**src/rtl/mac_pkg.sv**
```systemverilog
// Shared definitions for the sequential Booth multiply-accumulate unit:
// FSM state encoding, Booth pair codes and default widths.
package mac_pkg;

    typedef enum logic [1:0] {
        IDLE = 2'd0,
        RUN  = 2'd1,
        ACC  = 2'd2
    } state_t;

    // {Q[0], q_-1} codes that modify the partial accumulator
    localparam logic [1:0] BOOTH_ADD = 2'b01;
    localparam logic [1:0] BOOTH_SUB = 2'b10;

    localparam int DEF_WIDTH     = 8;
    localparam int DEF_ACC_WIDTH = 2 * DEF_WIDTH + 8;

endpackage

```
**src/rtl/mac_booth_seq_if.sv**
```systemverilog
// Operand/result bundle of the multiply-accumulate unit.
// master: the requester driving start and operands; slave: the MAC itself.
interface mac_booth_seq_if #(
    parameter int WIDTH     = 8,
    parameter int ACC_WIDTH = 2 * WIDTH + 8
);
    logic                          start;
    logic                          acc_clear;
    logic signed [WIDTH-1:0]       multiplicand;
    logic signed [WIDTH-1:0]       multiplier;
    logic                          busy;
    logic                          done;
    logic signed [2*WIDTH-1:0]     product;
    logic signed [ACC_WIDTH-1:0]   acc_out;
    logic                          overflow;

    modport master (
        output start, acc_clear, multiplicand, multiplier,
        input  busy, done, product, acc_out, overflow
    );

    modport slave (
        input  start, acc_clear, multiplicand, multiplier,
        output busy, done, product, acc_out, overflow
    );
endinterface

```
**src/rtl/mac_booth_core.sv**
```systemverilog
// Radix-2 Booth multiplier datapath. The owner loads operands and then
// issues WIDTH step strobes; the product is read from the partial register.
module mac_booth_core
    import mac_pkg::*;
#(
    parameter int WIDTH = DEF_WIDTH
) (
    input  logic                      clock,
    input  logic                      clear,
    input  logic                      i_load,
    input  logic                      i_step,
    input  logic signed [WIDTH-1:0]   i_multiplicand,
    input  logic signed [WIDTH-1:0]   i_multiplier,
    output logic signed [2*WIDTH-1:0] o_product
);
    // A carries one extra bit so that subtracting -2^(WIDTH-1) cannot wrap
    logic signed [WIDTH:0]   r_a;
    logic signed [WIDTH-1:0] r_q;
    logic                    r_qm1;
    logic signed [WIDTH-1:0] r_m;

    logic signed [WIDTH:0]   w_m_ext;
    logic signed [WIDTH:0]   w_a_sum;
    logic [1:0]              w_pair;

    assign w_m_ext = (WIDTH+1)'(r_m);
    assign w_pair  = {r_q[0], r_qm1};

    // Add, subtract or keep the multiplicand depending on the Booth pair
    always_comb begin
        w_a_sum = r_a;
        case (w_pair)
            BOOTH_ADD: w_a_sum = r_a + w_m_ext;
            BOOTH_SUB: w_a_sum = r_a - w_m_ext;
            default:   w_a_sum = r_a;
        endcase
    end

    // Operand load, then add/subtract followed by arithmetic shift of {A,Q,q-1}
    always_ff @(posedge clock) begin
        if (clear) begin
            r_a   <= '0;
            r_q   <= '0;
            r_qm1 <= 1'b0;
            r_m   <= '0;
        end else if (i_load) begin
            r_a   <= '0;
            r_q   <= i_multiplier;
            r_qm1 <= 1'b0;
            r_m   <= i_multiplicand;
        end else if (i_step) begin
            r_a   <= {w_a_sum[WIDTH], w_a_sum[WIDTH:1]};
            r_q   <= {w_a_sum[0], r_q[WIDTH-1:1]};
            r_qm1 <= r_q[0];
        end
    end

    assign o_product = {r_a[WIDTH-1:0], r_q};

endmodule

```
**src/rtl/mac_booth_seq.sv**
```systemverilog
// Sequential signed multiply-accumulate: Booth core plus a sign-extended
// accumulator with sticky overflow.
// Optional macro SATURATE_EN: clamp the accumulator on overflow instead of
// wrapping modulo 2^ACC_WIDTH.
module mac_booth_seq
    import mac_pkg::*;
#(
    parameter int WIDTH     = DEF_WIDTH,
    parameter int ACC_WIDTH = 2 * WIDTH + 8
) (
    input  logic            clock,
    input  logic            clear,
    mac_booth_seq_if.slave  bus
);
    localparam int CNT_W = $clog2(WIDTH + 1);

    state_t                        r_state;
    logic [CNT_W-1:0]              r_cnt;
    logic                          r_busy;
    logic                          r_done;
    logic                          r_ovf;
    logic                          r_acc_clr;
    logic signed [2*WIDTH-1:0]     r_product;
    logic signed [ACC_WIDTH-1:0]   r_acc;

    logic                          w_load;
    logic                          w_step;
    logic signed [2*WIDTH-1:0]     w_product;
    logic signed [ACC_WIDTH-1:0]   w_prod_ext;
    logic signed [ACC_WIDTH-1:0]   w_base;
    logic signed [ACC_WIDTH-1:0]   w_sum;
    logic signed [ACC_WIDTH-1:0]   w_acc_next;
    logic                          w_ovf;

    assign w_load = (r_state == IDLE) && bus.start;
    assign w_step = (r_state == RUN);

    mac_booth_core #(.WIDTH(WIDTH)) u_core (
        .clock          (clock),
        .clear          (clear),
        .i_load         (w_load),
        .i_step         (w_step),
        .i_multiplicand (bus.multiplicand),
        .i_multiplier   (bus.multiplier),
        .o_product      (w_product)
    );

    // Accumulate: equal addend signs with a differing result sign is overflow
    assign w_prod_ext = ACC_WIDTH'(w_product);
    assign w_base     = r_acc_clr ? '0 : r_acc;
    assign w_sum      = w_base + w_prod_ext;
    assign w_ovf      = (w_base[ACC_WIDTH-1] == w_prod_ext[ACC_WIDTH-1]) &&
                        (w_sum[ACC_WIDTH-1]  != w_base[ACC_WIDTH-1]);

`ifdef SATURATE_EN
    function automatic logic signed [ACC_WIDTH-1:0] sat_acc(
        input logic signed [ACC_WIDTH-1:0] sum,
        input logic                        ovf,
        input logic                        neg
    );
        if (!ovf)
            return sum;
        else if (neg)
            return {1'b1, {(ACC_WIDTH-1){1'b0}}};
        else
            return {1'b0, {(ACC_WIDTH-1){1'b1}}};
    endfunction

    assign w_acc_next = sat_acc(w_sum, w_ovf, w_prod_ext[ACC_WIDTH-1]);
`else
    assign w_acc_next = w_sum;
`endif

    // Control FSM: accept, run WIDTH Booth steps, then accumulate and pulse done
    always_ff @(posedge clock) begin
        if (clear) begin
            r_state   <= IDLE;
            r_cnt     <= '0;
            r_busy    <= 1'b0;
            r_done    <= 1'b0;
            r_ovf     <= 1'b0;
            r_acc_clr <= 1'b0;
            r_product <= '0;
            r_acc     <= '0;
        end else begin
            r_done <= 1'b0;
            case (r_state)
                IDLE: begin
                    if (bus.start) begin
                        r_acc_clr <= bus.acc_clear;
                        r_cnt     <= '0;
                        r_busy    <= 1'b1;
                        r_state   <= RUN;
                        if (bus.acc_clear)
                            r_ovf <= 1'b0;
                    end
                end
                RUN: begin
                    r_cnt <= r_cnt + CNT_W'(1);
                    if (r_cnt == CNT_W'(WIDTH - 1))
                        r_state <= ACC;
                end
                ACC: begin
                    r_product <= w_product;
                    r_acc     <= w_acc_next;
                    if (w_ovf)
                        r_ovf <= 1'b1;
                    r_done    <= 1'b1;
                    r_busy    <= 1'b0;
                    r_state   <= IDLE;
                end
                default: r_state <= IDLE;
            endcase
        end
    end

    assign bus.busy     = r_busy;
    assign bus.done     = r_done;
    assign bus.product  = r_product;
    assign bus.acc_out  = r_acc;
    assign bus.overflow = r_ovf;

endmodule
```
**src/flat_wrapper.sv**
```systemverilog
// flat-port wrapper written by rule: the top's interface ports become plain ports
module mac_booth_seq_flat import mac_pkg::*;
#(
    parameter int WIDTH     = DEF_WIDTH,
    parameter int ACC_WIDTH = 2 * WIDTH + 8
)
  (clock, clear, bus_start, bus_acc_clear, bus_multiplicand, bus_multiplier, bus_busy, bus_done, bus_product, bus_acc_out, bus_overflow);
  mac_booth_seq_if #(.WIDTH(WIDTH), .ACC_WIDTH(ACC_WIDTH)) bus_i ();
  input  logic clock;
  input  logic clear;
  input wire logic [$bits(bus_i.start)-1:0] bus_start;
  input wire logic [$bits(bus_i.acc_clear)-1:0] bus_acc_clear;
  input wire logic [$bits(bus_i.multiplicand)-1:0] bus_multiplicand;
  input wire logic [$bits(bus_i.multiplier)-1:0] bus_multiplier;
  output wire logic [$bits(bus_i.busy)-1:0] bus_busy;
  output wire logic [$bits(bus_i.done)-1:0] bus_done;
  output wire logic [$bits(bus_i.product)-1:0] bus_product;
  output wire logic [$bits(bus_i.acc_out)-1:0] bus_acc_out;
  output wire logic [$bits(bus_i.overflow)-1:0] bus_overflow;
  assign bus_i.start = bus_start;
  assign bus_i.acc_clear = bus_acc_clear;
  assign bus_i.multiplicand = bus_multiplicand;
  assign bus_i.multiplier = bus_multiplier;
  assign bus_busy = bus_i.busy;
  assign bus_done = bus_i.done;
  assign bus_product = bus_i.product;
  assign bus_acc_out = bus_i.acc_out;
  assign bus_overflow = bus_i.overflow;
  mac_booth_seq #(.WIDTH(WIDTH), .ACC_WIDTH(ACC_WIDTH)) u_core (.clock(clock), .clear(clear), .bus(bus_i));
endmodule
```
**config.mk**
```make
export PLATFORM = sky130hd
export DESIGN_NAME = mac_booth_seq_flat
export DESIGN_NICKNAME = d
export VERILOG_FILES = /design/src/rtl/mac_pkg.sv /design/src/rtl/mac_booth_seq_if.sv /design/src/rtl/mac_booth_core.sv /design/src/rtl/mac_booth_seq.sv /design/src/flat_wrapper.sv
export SDC_FILE = /design/constraint.sdc
export NUM_CORES = 1
export LEC_CHECK = 0
export BUFFER_PORTS_ARGS = -buffer_cell sky130_fd_sc_hd__buf_2
export CAP_MARGIN = 20
export CORE_UTILIZATION = 62
export DETAILED_ROUTE_END_ITERATION = 10
export PLACE_DENSITY = 0.89
export RECOVER_POWER = 100
export SLEW_MARGIN = 10
export SYNTH_ARGS = -nofsm -noshare
export SYNTH_HDL_FRONTEND = slang
export SYNTH_SLANG_ARGS = --single-unit
export TNS_END_PERCENT = 100
```
**constraint.sdc**
```tcl
create_clock -name clock -period 6.3 [get_ports clock]
set_clock_uncertainty 0.1 [all_clocks]
set_input_delay 0 -clock clock [delete_from_list [all_inputs] [get_ports clock]]
set_output_delay 0 -clock clock [all_outputs]
set_load 0.01 [all_outputs]
```
==> results of run 1 <==
==> cells in the final DEF (no fill, tap or decap), types with 5 or more instances in the layout <==
cell and instances:
a21o_1 11, o221ai_1 5, nand3_1 11, xor2_1 7, clkbuf_1 45, nor2_1 40, nor3_1 11, a211oi_1 13
xnor2_1 21, nand4_1 5, o22ai_1 7, dlygate4sd3_1 16, a211o_1 5, nor2b_1 30, buf_2 19, nand2_1 102
inv_1 18, ha_1 34, mux2i_1 8, o21ai_0 17, a21oi_1 79, clkbuf_8 9, dfxtp_1 75
==> layer usage <==
metal / up-vias / share of wire [%] / track usage (%)
met5: - / 0 / 0
met3: 44 / 7.8 / 5.97
met1: 2069 / 41 / 39.2
met2: 220 / 47 / 54.3
met4: 0 / 3.8 / 17.1
li1: 2175 / - / -
==> cell families after synthesis <==
family,synth area share [%]
adders and majority gates,10.3
buffers and inverters,3.82
xor gates and xnor gates,5.42
and+or+nand+nor,21.9
DFF,33.2
AOI/OAI and AO/OA,23.4
muxes,2.02
==> registers in the layout, indices dropped and copies added (netlist names) <==
signal / flops
u_core.u_core.r_qm1: 1
u_core.bus.busy: 1
u_core.u_core.r_q: 8
u_core.bus.acc_out: 24
u_core.u_core.r_a: 8
u_core.r_acc_clr: 1
u_core.bus.product: 16
u_core.r_cnt: 4
u_core.u_core.r_m: 8
u_core.bus.done: 1
u_core.r_state: 2
u_core.bus.overflow: 1
==> stage by stage <==
step / total power [mW] / setup WS [ps]
2_1_floorplan: 0.658 / 3340
3_3_place_gp: 0.689 / 2940
3_5_place_dp: 0.698 / 2820
4_1_cts: 1.05 / 2710
5_1_grt: 1.10 / 2350
6_report: 1.05 / 2570
==> where the power goes <==
group / leakage (nW) / internal, mW / switching, mW
Clock: 0.0921 / 0.149 / 0.205
Sequential: 0.609 / 0.487 / 0.0240
Combinational: 1.40 / 0.0854 / 0.104
Total: 2.10 / 0.722 / 0.333
==> worst max-delay path, delay by kind of cell (launching register included) <==
family | cells | cell delay (ps)
AND/OR/NAND/NOR | 3 | 470
AO/OA/AOI/OAI | 5 | 1390
flip-flops | 1 | 980
adder cells (fa/ha/maj) | 2 | 720
==> final timing paths <==
check / cells past startpoint / slack [ps] / from / to
setup / recovery: 10 / 2570 / u_core.r_acc_clr$_SDFFE_PP0P_ / u_core.bus.acc_out[22]$_SDFFE_PP0P_
hold / removal: 3 / 40 / bus_start / u_core.u_core.r_q[1]$_SDFFE_PP0P_
setup reg to reg: 10 / 2570 / u_core.r_acc_clr$_SDFFE_PP0P_ / u_core.bus.acc_out[22]$_SDFFE_PP0P_
hold reg to reg: 2 / 360 / u_core.bus.product[13]$_SDFFE_PP0P_ / u_core.bus.product[13]$_SDFFE_PP0P_
==> layout make-up <==
| cell class | instances | area share (%) |
|---|---|---|
| multi-input cells | 458 | 55.2 |
| flip-flops and latches | 75 | 29.3 |
| repair buffers | 80 | 8.27 |
| clock buffers | 9 | 2.42 |
| well taps | 96 | 2.34 |
| inverters | 18 | 1.32 |
| clock inverters | 7 | 1.15 |
==> impl_metrics.py, run 1 <==
metrics = {
    "synth": {
        "syn_nets": 633,
        "synth_cell_type_count": 53,
        "synth_warnings": 0,
        "synthMostInstantiatedCell": "nand2_1",
        "ys_seq_area_share_pct": 33.2,
        "synth_edf_count": 0,
        "synth_cells": 577,
        "netlist_area_um2": 4530,
        "ys_ff_latch": 75,
        "yosysTopAreaCell": "dfxtp_1",
        "synthFlopType": "dfxtp_1",
        "netlist.area_leader.share_pct": 33.2,
        "synth.avg_cell_area_um2": 7.84,
        "synthTopCellsByCount": "nand2_1, a21oi_1, dfxtp_1, nor2_1, ha_1",
        "synth_area_leaders": "dfxtp_1, ha_1, a21oi_1, nand2_1, nor2b_1",
        "ys_async_sr_fraction_pct": 0,
    },
    "clock_tree": {
        "post-cts-setup-buffer-count": 0,
        "cts_tree": "built",
        "cts.hold.buffers_added": 16,
        "clock_latency_ps": 360,
        "ctsRootBufferMaster": "clkbuf_8",
        "cts_resized": 0,
        "cts_buffer_depth": 2,
        "clkSinkCount": 75,
        "cts.clk_slew.worst_paths_ps": 90,
        "cts_buffers": 9,
        "htree_levels": 3,
    },
    "timing": {
        "max_freq_ghz": 0.268,
        "tightest_slew_ps": 1390,
        "holdWs_ps": 36.5,
        "slew_headroom_pct": 7.02,
        "rsz0062_at_grt": "no",
        "fin_crit_ps": 3730,
        "hold_viol_final": 0,
        "tns_ps": 0,
        "slew_viol_final": 0,
        "fin_crit_sh_pct": 59.3,
        "setup_viol": 0,
    },
    "die": {
        "core_um2": 6910,
        "ios": 63,
        "die_x_um": 87.4,
        "dieArea_um2": 7640,
        "fp.dieH_um": 87.4,
        "rows": 30,
        "start_util_pct": 65.5,
    },
    "placement": {
        "io_buffers": 62,
        "dp_hpwl_um": 8200,
        "place_area_um2": 4870,
        "place_congestion": 0.942,
        "dpl.cell_count": 711,
    },
    "routing": {
        "ant_nets": 0,
        "via_per_inst": 6.07,
        "routed_wl_um": 11800,
        "route.vias.total": 4508,
        "firstDrtPassIters": 5,
        "wl_per_cell_um": 15.9,
        "drcViolationCount": 0,
        "drtIter0Drc": 301,
    },
    "grt": {
        "grt_usage_pct": 32.3,
        "grt_max_degree": 56,
        "grt_pass1_wl_um": 19200,
        "antenna_found_initial": 0,
        "overflow": 0,
        "grt_pass1_vias": 4248,
    },
    "finish": {
        "area_growth_pct": 13.3,
        "final-instance-count-excl-fill": 743,
        "final_nets": 698,
        "fin_util_pct": 74.2,
        "seq_area_um2": 1500,
        "final_area_um2": 5130,
        "multi_input_area_um2": 2830,
        "n_fill_cell": 574,
        "layout-drive-gt1-share_pct": 6.34,
        "antenna_cells": 0,
    },
    "setup_path": {
        "cp_data_required_time_ps": 6500,
        "arrival_ps": 3930,
        "critical_path_class": "flip-flop to flip-flop",
        "crit_path_start_kind": "flip-flop",
        "slowest_stage": "dfxtp_1",
        "cp_cell_sequence": "nor2b_1 -> ha_1 -> fa_1 -> a211o_1 -> a211oi_1 -> o31a_1 -> o21ai_0 -> a311oi_1 -> nand4_1 -> nand3_1",
        "critPathMaxStageDelay_ps": 980,
        "end_kind": "flip-flop",
        "path_max_fanout": 26,
    },
    "flow_run": {
        "max_cap_viol_count": 0,
    },
    "pwr": {
        "p_leak_nw": 2.10,
        "vdd_drop_max_uv": 118,
        "p_per_area_nw_per_um2": 206,
    },
    "min_path": {
        "hp-class": "input port to flip-flop",
    },
    "outcome": {
        "status": "finished, final reports clean",
    },
}
Power figures use the tool's default switching activity.
==> run 2: changes to the inputs <==
--- a/config.mk
+++ b/config.mk
@@ -7,9 +7,9 @@
 export LEC_CHECK = 0
 export BUFFER_PORTS_ARGS = -buffer_cell sky130_fd_sc_hd__buf_2
 export CAP_MARGIN = 20
-export CORE_UTILIZATION = 62
+export CORE_UTILIZATION = 58
 export DETAILED_ROUTE_END_ITERATION = 10
-export PLACE_DENSITY = 0.89
+export PLACE_DENSITY = 0.84
 export RECOVER_POWER = 100
 export SLEW_MARGIN = 10
 export SYNTH_ARGS = -nofsm -noshare
==> constraint.sdc (replaced) <==
create_clock -name clock -period 3.7 [get_ports clock]
set_clock_uncertainty 0.1 [all_clocks]
set_input_delay 0 -clock clock [delete_from_list [all_inputs] [get_ports clock]]
set_output_delay 0 -clock clock [all_outputs]
set_load 0.01 [all_outputs]
==> run 2 against run 1 <==
Register-to-register slack lost 2200 ps; flip-flop and latch count is the same; highest routed layer unchanged; die area grew 6.7%; first-iteration DRC count shrank 19%.
==> impl_metrics.py, run 2 (synthesized netlist as in run 1, its figures left out) <==
metrics = {
    "outcome": {
        "status": "finished, final reports clean",
    },
    "grt": {
        "overflow": 0,
        "antenna_found_initial": 0,
        "grt_pass1_vias": 4296,
        "grt_pass1_wl_um": 20100,
        "grt_usage_pct": 30.3,
        "grt_max_degree": 55,
    },
    "placement": {
        "place_congestion": 0.941,
        "place_area_um2": 4890,
        "io_buffers": 62,
        "dpl.cell_count": 717,
        "dp_hpwl_um": 8220,
    },
    "die": {
        "die_x_um": 90.3,
        "ios": 63,
        "rows": 31,
        "dieArea_um2": 8160,
        "start_util_pct": 61.1,
        "fp.dieH_um": 90.3,
        "core_um2": 7410,
    },
    "clock_tree": {
        "htree_levels": 3,
        "clock_latency_ps": 360,
        "cts_buffers": 9,
        "clkSinkCount": 75,
        "cts_tree": "built",
        "cts.hold.buffers_added": 16,
        "cts.clk_slew.worst_paths_ps": 90,
        "cts_resized": 0,
        "post-cts-setup-buffer-count": 0,
        "ctsRootBufferMaster": "clkbuf_8",
        "cts_buffer_depth": 2,
    },
    "setup_path": {
        "critical_path_class": "flip-flop to flip-flop",
        "arrival_ps": 3540,
        "end_kind": "flip-flop",
        "cp_data_required_time_ps": 3900,
        "crit_buf_inv": 0,
        "critPathMaxStageDelay_ps": 650,
        "slowest_stage": "dfxtp_1",
        "crit_path_start_kind": "flip-flop",
        "path_max_fanout": 14,
        "crit_family": "compound AO/OA/AOI/OAI gates",
        "cp_cell_sequence": "nor2b_1 -> ha_1 -> fa_1 -> a211o_1 -> a211oi_1 -> o31a_1 -> o21ai_0 -> o31a_1 -> nor4b_1 -> a211o_1",
    },
    "finish": {
        "area_growth_pct": 13.9,
        "final_nets": 701,
        "final_area_um2": 5150,
        "layout_commonest_cell": "nand2_1",
        "final-instance-count-excl-fill": 749,
        "largest_reg_flops": 24,
        "final_cell_mix": "nand2_1, a21oi_1, dfxtp_1",
        "layout-drive-gt1-share_pct": 6.62,
        "antenna_cells": 0,
    },
    "min_path": {
        "hp-class": "input port to flip-flop",
    },
    "pwr": {
        "p_sw_share_pct": 31.0,
        "combPwrFrac_pct": 18.1,
        "clock_power_share_pct": 33.9,
        "p_sw_mw": 0.561,
        "seq_power_share_pct": 48.0,
        "p_leak_nw": 2.11,
        "p_per_area_nw_per_um2": 351,
        "intPower_mw": 1.25,
        "vdd_drop_max_uv": 243,
    },
    "timing": {
        "max_freq_ghz": 0.300,
        "hold_viol_final": 0,
        "fin_crit_ps": 3340,
        "rsz0062_at_grt": "no",
        "slew_viol_final": 0,
        "setup_viol": 0,
        "fin_crit_sh_pct": 90.2,
        "tightest_slew_ps": 888,
        "tns_ps": 0,
        "slew_headroom_pct": 40.6,
    },
    "routing": {
        "wl_per_cell_um": 16.0,
        "route.vias.total": 4449,
        "ant_nets": 0,
        "firstDrtPassIters": 4,
        "via_per_inst": 5.94,
        "drtIter0Drc": 245,
        "drcViolationCount": 0,
        "routed_wl_um": 12000,
    },
    "flow_run": {
        "max_cap_viol_count": 0,
    },
}
-- run 2: area by class of cell --
cell class | count | area [um^2]
Clock buffer | 11 | 141
Clock inverter | 5 | 42.5
Timing Repair Buffer | 83 | 447
Multi-Input combinational cell | 458 | 2830
Fill cell | 629 | 2250
Tap cell | 99 | 124
Inverter | 18 | 67.6
Sequential cell | 75 | 1500
-- run 2: per-stage QoR --
| step | util (%) | hold WS [ps] | setup WS [ps] | total power, mW |
|---|---|---|---|---|
| finish | 69.6 | 22.2 | 363 | 1.81 |
| global route | 69.6 | 31.6 | 223 | 1.89 |
| CTS | 70.7 | 9.50 | 474 | 1.81 |
| detailed placement | 66.1 | 147 | 501 | 1.19 |
| global placement | 66.1 | 140 | 669 | 1.18 |
| floorplan | - | 36.0 | 737 | 1.12 |
-- run 2: power groups by stage --
stage          Clock (mW)  Sequential, mW  Combinational [mW]
6_report            0.614           0.868               0.327
5_1_grt             0.654           0.871               0.361
4_1_cts             0.618           0.867               0.323
3_5_place_dp            0           0.886               0.305
3_3_place_gp            0           0.885               0.294
2_1_floorplan           0           0.872               0.249
-- run 2: worst register-to-register path: stages (launching register included) --
cell      delay, ps
dfxtp_1         650
nor2b_1         130
ha_1            260
fa_1            440
a211o_1         320
a211oi_1        320
o31a_1          230
o21ai_0         150
o31a_1          300
nor4b_1         260
a211o_1         130
-- run 2: worst paths after layout --
path / start / to / slack [ps] / depth (start not counted)
min reg2reg: u_core.bus.product[13]$_SDFFE_PP0P_ / u_core.bus.product[13]$_SDFFE_PP0P_ / 360 / 2
max reg2reg: u_core.r_acc_clr$_SDFFE_PP0P_ / u_core.bus.acc_out[20]$_SDFFE_PP0P_ / 360 / 10
max: u_core.r_acc_clr$_SDFFE_PP0P_ / u_core.bus.acc_out[20]$_SDFFE_PP0P_ / 360 / 10
min: bus_start / u_core.u_core.r_q[1]$_SDFFE_PP0P_ / 20 / 3
-- run 2: metal layers --
metal  global-route usage, %  vias to the layer above  routed length, um
li1                        -                     2172                  -
met1                    37.6                     2076               5270
met2                    49.9                      169               5530
met3                    5.98                       32                763
met4                    15.5                        0                414
met5                       0                        -                  0
